### src/rtl/fetch_unit.sv
// Instruction fetch stage: owns the PC, fetches over a req/ack handshake
// and computes the next PC once the core retires the held instruction.
module fetch_unit #(
  parameter logic [31:0] RESET_PC  = 32'h0000_0000,
  parameter logic [31:0] NOP_INSTR = 32'h0000_0013
) (
  input  logic        clk,
  input  logic        reset,
  output logic        imem_req,
  output logic [31:0] imem_addr,
  input  logic        imem_ack,
  input  logic [31:0] imem_rdata,
  output logic [31:0] instr,
  output logic        instr_valid,
  input  logic        instr_ready,
  input  logic [1:0]  PCSrc,
  input  logic [31:0] ImmExt,
  input  logic [31:0] alu_result,
  output logic [31:0] pc,
  output logic [31:0] pc_plus4,
  output logic        halted
);

  typedef enum logic [1:0] {
    S_IDLE,
    S_FETCH,
    S_HOLD,
    S_HALT
  } state_t;

  state_t      r_state;
  state_t      w_state_nxt;
  logic [31:0] r_pc;
  logic [31:0] r_instr;
  logic [31:0] w_pc_plus4;
  logic [31:0] w_target;
  logic        w_misalign;
  logic        w_retire;
  logic        w_fill;

  assign w_pc_plus4 = r_pc + 32'd4;
  assign w_retire   = (r_state == S_HOLD) && instr_ready;
  assign w_fill     = (r_state == S_FETCH) && imem_ack;

  // JALR clears bit0 so only bit1 can flag a misaligned target
  always_comb begin
    w_target = w_pc_plus4;
    case (PCSrc)
      2'b01:   w_target = r_pc + ImmExt;
      2'b10:   w_target = alu_result & 32'hFFFF_FFFE;
      default: w_target = w_pc_plus4;
    endcase
  end

  assign w_misalign = (w_target[1:0] != 2'b00);

  always_ff @(posedge clk) begin
    if (reset) begin
      r_state <= S_IDLE;
    end else begin
      r_state <= w_state_nxt;
    end
  end

  always_comb begin
    w_state_nxt = r_state;
    unique case (r_state)
      S_IDLE:  w_state_nxt = S_FETCH;
      S_FETCH: if (imem_ack) w_state_nxt = S_HOLD;
      S_HOLD: begin
        if (instr_ready) begin
          w_state_nxt = w_misalign ? S_HALT : S_FETCH;
        end
      end
      S_HALT:  w_state_nxt = S_HALT;
    endcase
  end

  always_comb begin
    imem_req    = (r_state == S_FETCH);
    instr_valid = (r_state == S_HOLD);
    halted      = (r_state == S_HALT);
  end

  always_ff @(posedge clk) begin
    if (reset) begin
      r_pc    <= RESET_PC;
      r_instr <= NOP_INSTR;
    end else if (w_fill) begin
      r_instr <= imem_rdata;
    end else if (w_retire) begin
      r_instr <= NOP_INSTR;
      if (!w_misalign) r_pc <= w_target;
    end
  end

  assign imem_addr = r_pc;
  assign pc        = r_pc;
  assign pc_plus4  = w_pc_plus4;
  assign instr     = r_instr;

endmodule

### config.mk
export PLATFORM = sky130hd
export DESIGN_NAME = fetch_unit
export DESIGN_NICKNAME = d
export VERILOG_FILES = /design/src/rtl/fetch_unit.sv
export SDC_FILE = /design/constraint.sdc
export NUM_CORES = 1
export LEC_CHECK = 0
export CAP_MARGIN = 20
export CORE_AREA = 2 2 129 131
export CTS_CLUSTER_SIZE = 28
export DETAILED_ROUTE_END_ITERATION = 8
export DIE_AREA = 0 0 131 133
export PLACE_DENSITY = 0.66
export SETUP_SLACK_MARGIN = 0.15
export SYNTH_ARGS = -nofsm -noshare
export SYNTH_HDL_FRONTEND = slang
export SYNTH_SLANG_ARGS = --single-unit
### constraint.sdc
create_clock -name clk -period 3.6 [get_ports clk]
set_clock_uncertainty 0.15 [all_clocks]
set_input_delay 0.72 -clock clk [delete_from_list [all_inputs] [get_ports clk]]
set_output_delay 0.72 -clock clk [all_outputs]
set_load 0.01 [all_outputs]
==> impl_metrics.env, run 1 <==
export IMPL_outcome="finished, final reports clean"
export IMPL_dpl_hpwl_um=15600
export IMPL_cts_sinks=66
export IMPL_total_power_mw=2.28
export IMPL_clk_latency_ps=350
export IMPL_timing_final_ws_setup_ps=200
export IMPL_drc=0
export IMPL_cts_buffers=9
export IMPL_rr_worst_depth=12
export IMPL_clk_path_buf_depth=2
export IMPL_top_layer="met4"
export IMPL_max_freq_mhz=294
export IMPL_cp_end_kind="output port"
export IMPL_drtIter0Drc=546
export IMPL_min_path_type="reg2reg"
export IMPL_cp_slowest_stage_delay_ps=590
export IMPL_endpoint="pc_plus4[15]"
export IMPL_grt_first_pass_wirelength_um=32700
export IMPL_placed_cells=1167
export IMPL_pin_count=233
export IMPL_rows=47
export IMPL_coreArea_um2=16200
export IMPL_clk_pin_slew_worst_paths_ps=60
export IMPL_crit_slowest_cell="or4_4"
export IMPL_rsz0062_at_grt="yes"
export IMPL_cp_startpoint="imem_addr[8]"
export IMPL_utilization=0.536
export IMPL_dp_slack_ps=-341
export IMPL_port_buffers=231
export IMPL_synth_flop_cell="dfxtp_1"
export IMPL_grt_start_max_net_pins=42
export IMPL_holdWs_ps=321
export IMPL_hold_viol=0
export IMPL_powerDensity_nw_per_um2=263
export IMPL_rrSetupSlack_ps=440
export IMPL_antenna_left=0
export IMPL_h_tree_depth=3
export IMPL_tightest_slew_ps=614
export IMPL_wire_per_inst_um=17.6
export IMPL_synthMostInstantiatedCell="nor2_1"
export IMPL_dr_wl_met2_um=9680
export IMPL_diodes=0
export IMPL_tns_ps=0
export IMPL_die_w_um=131
export IMPL_drt_wl_total_um=20900
export IMPL_postPlaceCellArea_um2=8200
export IMPL_fillers=1556
export IMPL_holdPathStages=2
export IMPL_wl_met1_um=9400
export IMPL_required_ps=2730
export IMPL_seq_area_frac_synth=0.238
export IMPL_yosys_area_top_type="dfxtp_1"
export IMPL_drv_cap=0
export IMPL_met3_length_um=1380
export IMPL_netlist_area_leader_share=0.238
export IMPL_synth_cell_area_um2=5560
export IMPL_worstPathArrival_ps=2530
export IMPL_cp_max_fo=4
export IMPL_grt_pass1_vias=6150
export IMPL_syn_nets=856
export IMPL_setup_violations=0
export IMPL_nets=1099
export IMPL_cts_tree="done"
export IMPL_finalInstanceArea_um2=8680
export IMPL_finalMaxSlewViolations=0
export IMPL_finalCritPeriodShare=0.944
export IMPL_final_cells=1187
export IMPL_gp_congestion=0.865
export IMPL_synthArstFlopShare=0
export IMPL_syn_avg_cell_area_um2=7.73
export IMPL_area_growth_pct=56.1
export IMPL_track_usage=0.239
export IMPL_min_period_ps=3400
export IMPL_relSlewSlack=0.591
export IMPL_initial_core_util=0.344
export IMPL_synth_area_leaders="dfxtp_1, ha_1, a21oi_1"
export IMPL_vias_per_cell=5.36
export IMPL_layout_drive_gt1_share=0.144
export IMPL_ys_ff_latch=66
export IMPL_start_kind="register"
export IMPL_drtPass1Iterations=6
export IMPL_synth_commonest_cells="nor2_1, dfxtp_1, a21oi_1"
export IMPL_reg2reg_to="imem_addr[14]"
export IMPL_syn_inst=719
export IMPL_leakage_nw=3.74
export IMPL_synth_edf_count=0
export IMPL_r2r_start="imem_addr[0]"
export IMPL_ir_drop_v=0.000205
export IMPL_overflow=0
export IMPL_path_delay_family="simple AND/OR/NAND/NOR gates"
export IMPL_cp_cell_sequence="nand4_4 -> or4_4 -> nor2_1 -> nand3_1 -> xnor2_2 -> clkdlybuf4s50_1"
export IMPL_antenna_found_initial=0
export IMPL_yosys_warnings=0
export IMPL_die_h_um=133
export IMPL_crit_type="reg2out"
export IMPL_num_vias=6358
export IMPL_die_area_um2=17400
export IMPL_root_buffer="clkbuf_16"
export IMPL_crit_buf_inv=1
export IMPL_synthDistinctLibCells=69
export IMPL_cp_depth=6
-- worst min-delay path, stage by stage, from the launching register on --
cell and delay [ps]:
dfxtp_1 310, nand2_1 50, nand3_1 60
-- power by group --
group          internal [mW]  switching, mW  total, mW
sequential             0.757         0.0187      0.776
clock                  0.548          0.391      0.939
combinational          0.292          0.275      0.566
total                   1.60          0.684       2.28
-- cell usage in the layout (no fill, tap or decap), drive strengths merged, types with 11 or more instances in the layout --
cell	synthesis	final
inv	21	25
nand2	55	55
xnor2	34	34
a221oi	16	16
clkbuf	33	11
buf	40	75
a21oi	59	59
clkdlybuf4s50	0	216
a21o	28	28
a22oi	34	34
o21ai	37	37
xor2	17	17
nand3	24	24
dfxtp	66	66
nor3	12	12
and3	14	14
ha	34	34
nor2	74	74
-- layer usage --
| metal | vias up | track usage |
|---|---|---|
| met2 | 264 | 0.383 |
| met5 | - | 0 |
| li1 | 3095 | - |
| met3 | 30 | 0.0392 |
| met4 | 0 | 0.0892 |
| met1 | 2969 | 0.320 |
-- cell type report --
class	instances	area, µm²	share of cell area
repair buffers	305	2870	0.331
inverters	21	78.8	0.00909
multi-input cells	559	3820	0.440
clock buffers	9	225	0.0260
clock inverters	7	81.3	0.00937
well taps	220	275	0.0317
flip-flops and latches	66	1320	0.153
-- state kept, by name, summed over array words and instances, names as in the netlist --
signal,count
imem_addr,32
instr,32
r_state,2
-- timing repair --
action | in CTS | in global routing
pin swaps | 3 | 13
gates resized for setup | 23 | 36
setup buffers | 3 | 1
hold endpoints to repair | 0 | 0
hold buffers | 0 | 0
setup endpoints to repair | 21 | 29
-- worst min path at each step --
stage | from | to
after global routing | instr[1] | instr[1]
after detailed placement | instr[1] | instr[1]
after global placement | instr[1] | instr[1]
final | instr[1] | instr[1]
after CTS | instr[1] | instr[1]
after floorplan | r_state[0] | r_state[1]
-- cells by family after synthesis --
family          after synthesis  share of synthesized area
compound gates              244                      0.295
xor+xnor                     51                     0.0817
fa+ha+maj                    35                     0.0802
buf+inv                      94                      0.101
flops                        66                      0.238
mux                           2                    0.00383
simple gates                227                      0.200
No activity file was read; power rests on OpenSTA's default activity.
==> inputs of run 2 (changes only) <==
--- a/config.mk
+++ b/config.mk
@@ -5,9 +5,8 @@
 export SDC_FILE = /design/constraint.sdc
 export NUM_CORES = 1
 export LEC_CHECK = 0
-export CAP_MARGIN = 20
 export CORE_AREA = 2 2 129 131
-export CTS_CLUSTER_SIZE = 28
+export CTS_CLUSTER_SIZE = 12
 export DETAILED_ROUTE_END_ITERATION = 8
 export DIE_AREA = 0 0 131 133
 export PLACE_DENSITY = 0.66
==> results of run 2 <==
No change in the layout: final DEF, timing and power equal those of run 1.
==> inputs of run 3 (changes only) <==
--- a/config.mk
+++ b/config.mk
@@ -5,11 +5,12 @@
 export SDC_FILE = /design/constraint.sdc
 export NUM_CORES = 1
 export LEC_CHECK = 0
-export CORE_AREA = 2 2 129 131
+export ABC_AREA = 1
+export CORE_AREA = 2 2 139 141
 export CTS_CLUSTER_SIZE = 12
 export DETAILED_ROUTE_END_ITERATION = 8
-export DIE_AREA = 0 0 131 133
-export PLACE_DENSITY = 0.66
+export DIE_AREA = 0 0 141 143
+export PLACE_DENSITY = 0.64
 export SETUP_SLACK_MARGIN = 0.15
 export SYNTH_ARGS = -nofsm -noshare
 export SYNTH_HDL_FRONTEND = slang
==> run 3 against run 2 <==
  * Global-route usage decreased by 0.14 points
  * Total power decreased by 4.9%
  * Critical path depth increased by 1
  * Combinational power increased by 3.5%
  * Cell count increased by 36%
  * Die area increased by 16%
  * Maximum frequency increased by 2.3%
  * Routed wire length increased by 17%
  * Largest power group unchanged
  * Highest routed layer unchanged
  * Synthesized cell count increased by 63%
  * Critical endpoint is now pc_plus4[14]
==> impl_metrics.env, run 3 <==
export IMPL_grt_start_max_net_pins=51
export IMPL_area_growth_pct=42.2
export IMPL_drt_wl_total_um=24600
export IMPL_tightest_slew_ps=982
export IMPL_ys_ff_latch=66
export IMPL_grt_util_met1=0.322
export IMPL_finalMaxSlewViolations=0
export IMPL_synth_flop_cell="dfxtp_1"
export IMPL_outcome="finished, final reports clean"
export IMPL_drtPass1Iterations=6
export IMPL_hold_viol=0
export IMPL_diodes=0
export IMPL_relSlewSlack=0.345
export IMPL_drv_cap=0
export IMPL_setup_violations=0
export IMPL_required_ps=2730
export IMPL_synthDistinctLibCells=41
export IMPL_cts_buffers=9
export IMPL_worstPathArrival_ps=2450
export IMPL_ir_drop_v=0.000215
export IMPL_synthMostInstantiatedCell="nand2_1"
export IMPL_utilization=0.495
export IMPL_rsz0062_at_grt="no"
export IMPL_root_buffer="clkbuf_16"
export IMPL_cts_sinks=66
export IMPL_leakage_nw=4.35
export IMPL_cp_startpoint="imem_addr[2]"
export IMPL_h_tree_depth=3
export IMPL_port_buffers=231
export IMPL_clk_pin_slew_worst_paths_ps=50
export IMPL_grt_util_met2=0.388
export IMPL_final_common_cell="nand2_1"
export IMPL_die_area_um2=20200
export IMPL_powerDensity_nw_per_um2=236
export IMPL_coreArea_um2=18600
export IMPL_gp_congestion=0.930
export IMPL_rrSetupSlack_ps=1000
export IMPL_min_path_type="reg2reg"
export IMPL_rows=50
export IMPL_netlist_area_leader_share=0.276
export IMPL_max_freq_mhz=301
export IMPL_track_usage=0.237
export IMPL_num_vias=7740
export IMPL_holdPathStages=2
export IMPL_clk_path_buf_depth=2
export IMPL_cp_end_kind="output port"
export IMPL_die_h_um=143
export IMPL_synth_cell_area_um2=6470
export IMPL_yosys_warnings=0
export IMPL_min_period_ps=3320
export IMPL_cts_tree="done"
export IMPL_use_met3=0.0416
export IMPL_multi_input_area_um2=4140
export IMPL_pin_count=233
export IMPL_start_kind="register"
export IMPL_grt_pass1_vias=7004
export IMPL_vias_per_cell=4.79
export IMPL_syn_avg_cell_area_um2=5.52
export IMPL_syn_inst=1173
export IMPL_nets=1515
export IMPL_seq_area_frac_synth=0.204
export IMPL_clk_latency_ps=330
export IMPL_wire_per_inst_um=15.2
export IMPL_grt_first_pass_wirelength_um=37600
export IMPL_crit_type="reg2out"
export IMPL_fillers=1973
export IMPL_synth_edf_count=0
export IMPL_drtIter0Drc=625
export IMPL_r2r_start="imem_addr[0]"
export IMPL_endpoint="pc_plus4[14]"
export IMPL_overflow=0
export IMPL_seqCellArea_um2=1320
export IMPL_tns_ps=0
export IMPL_yosys_area_top_type="nand2_1"
export IMPL_busiest_layer="met2"
export IMPL_mostFrequentLayoutCells="nand2_1, clkdlybuf4s50_1, inv_1"
export IMPL_synth_area_leaders="nand2_1, dfxtp_1, inv_1"
export IMPL_antenna_found_initial=0
export IMPL_initial_core_util=0.348
export IMPL_reg2reg_to="imem_addr[20]"
export IMPL_die_w_um=141
export IMPL_rr_worst_depth=14
export IMPL_cp_max_fo=4
export IMPL_synth_commonest_cells="nand2_1, inv_1, a21oi_1"
export IMPL_hold_buffers=0
export IMPL_layout_drive_gt1_share=0.0528
export IMPL_finalCritPeriodShare=0.923
export IMPL_drc=0
export IMPL_synthArstFlopShare=0
export IMPL_antenna_left=0
export IMPL_syn_nets=1310
export IMPL_dpl_hpwl_um=19600
[run 3: cell types whose count changed after synthesis, moves of 12 or more]
cell / delta
a21o_1: -27
a21oi_1: +42
a221oi_1: -15
a22oi_1: -34
and3_1: -12
inv_1: +144
nand2_1: +420
nand3_1: +38
xnor2_1: -32
[run 3: logic make-up (layout without fill, tap and decap cells)]
kind of cell | Yosys count | in the layout | synth area share
and+or+nand+nor | 670 | 670 | 0.427
DFF | 66 | 66 | 0.204
xor gates and xnor gates | 15 | 15 | 0.0203
adders and majority gates | 35 | 35 | 0.0688
buffers and inverters | 237 | 447 | 0.158
AOI/OAI and AO/OA | 150 | 150 | 0.122
[run 3: worst max-delay path, stage by stage, from the launching register on]
cell,delay [ps]
dfxtp_1,340
ha_1,300
nand2_1,120
nor2_2,150
inv_1,90
nor2_2,230
xor2_1,270
clkdlybuf4s50_1,620
[run 3: layout make-up]
class,count,area share
Clock inverter,3,0.00163
Inverter,172,0.0702
Sequential cell,66,0.144
Tap cell,234,0.0318
Clock buffer,13,0.0272
Multi-Input combinational cell,870,0.450
Timing Repair Buffer,259,0.275
[run 3: worst min path at each step]
| stage | from | to | slack (ps) |
|---|---|---|---|
| 4_1_cts | instr[21] | instr[21] | 310 |
| 5_1_grt | instr[11] | instr[11] | 320 |
| 2_1_floorplan | instr[10] | instr[10] | 340 |
| 3_5_place_dp | instr[4] | instr[4] | 300 |
| 6_report | instr[4] | instr[4] | 310 |
| 3_3_place_gp | instr[4] | instr[4] | 290 |
[run 3: report_power, final]
group,total (mW),internal (mW),leakage [nW],switching [mW]
clock network,0.801,0.482,0.133,0.320
logic,0.586,0.274,3.68,0.312
registers,0.781,0.759,0.537,0.0216
[run 3: stage by stage]
stage	hold WS (ps)	instance area, µm²	instances	total power, mW	setup WS (ps)
2_1_floorplan	336	6470	1173	1.09	992
3_3_place_gp	290	8900	1599	1.38	294
3_5_place_dp	296	8900	1599	1.38	282
4_1_cts	312	9170	1615	2.19	180
5_1_grt	322	9200	1617	2.27	151
6_report	309	9200	1617	2.17	276
[run 3: layer usage]
| metal | vias up | share of wire | wire length [µm] |
|---|---|---|---|
| met4 | 0 | 0.023 | 573 |
| met5 | - | 0 | 0 |
| met3 | 40 | 0.066 | 1610 |
| met2 | 268 | 0.46 | 11300 |
| met1 | 3403 | 0.45 | 11100 |
| li1 | 4029 | - | - |
[run 3: repair_timing]
item	4_1_cts	5_1_grt
resized for setup	0	5
buffers inserted	0	2
endpoints found under the setup margin	0	5
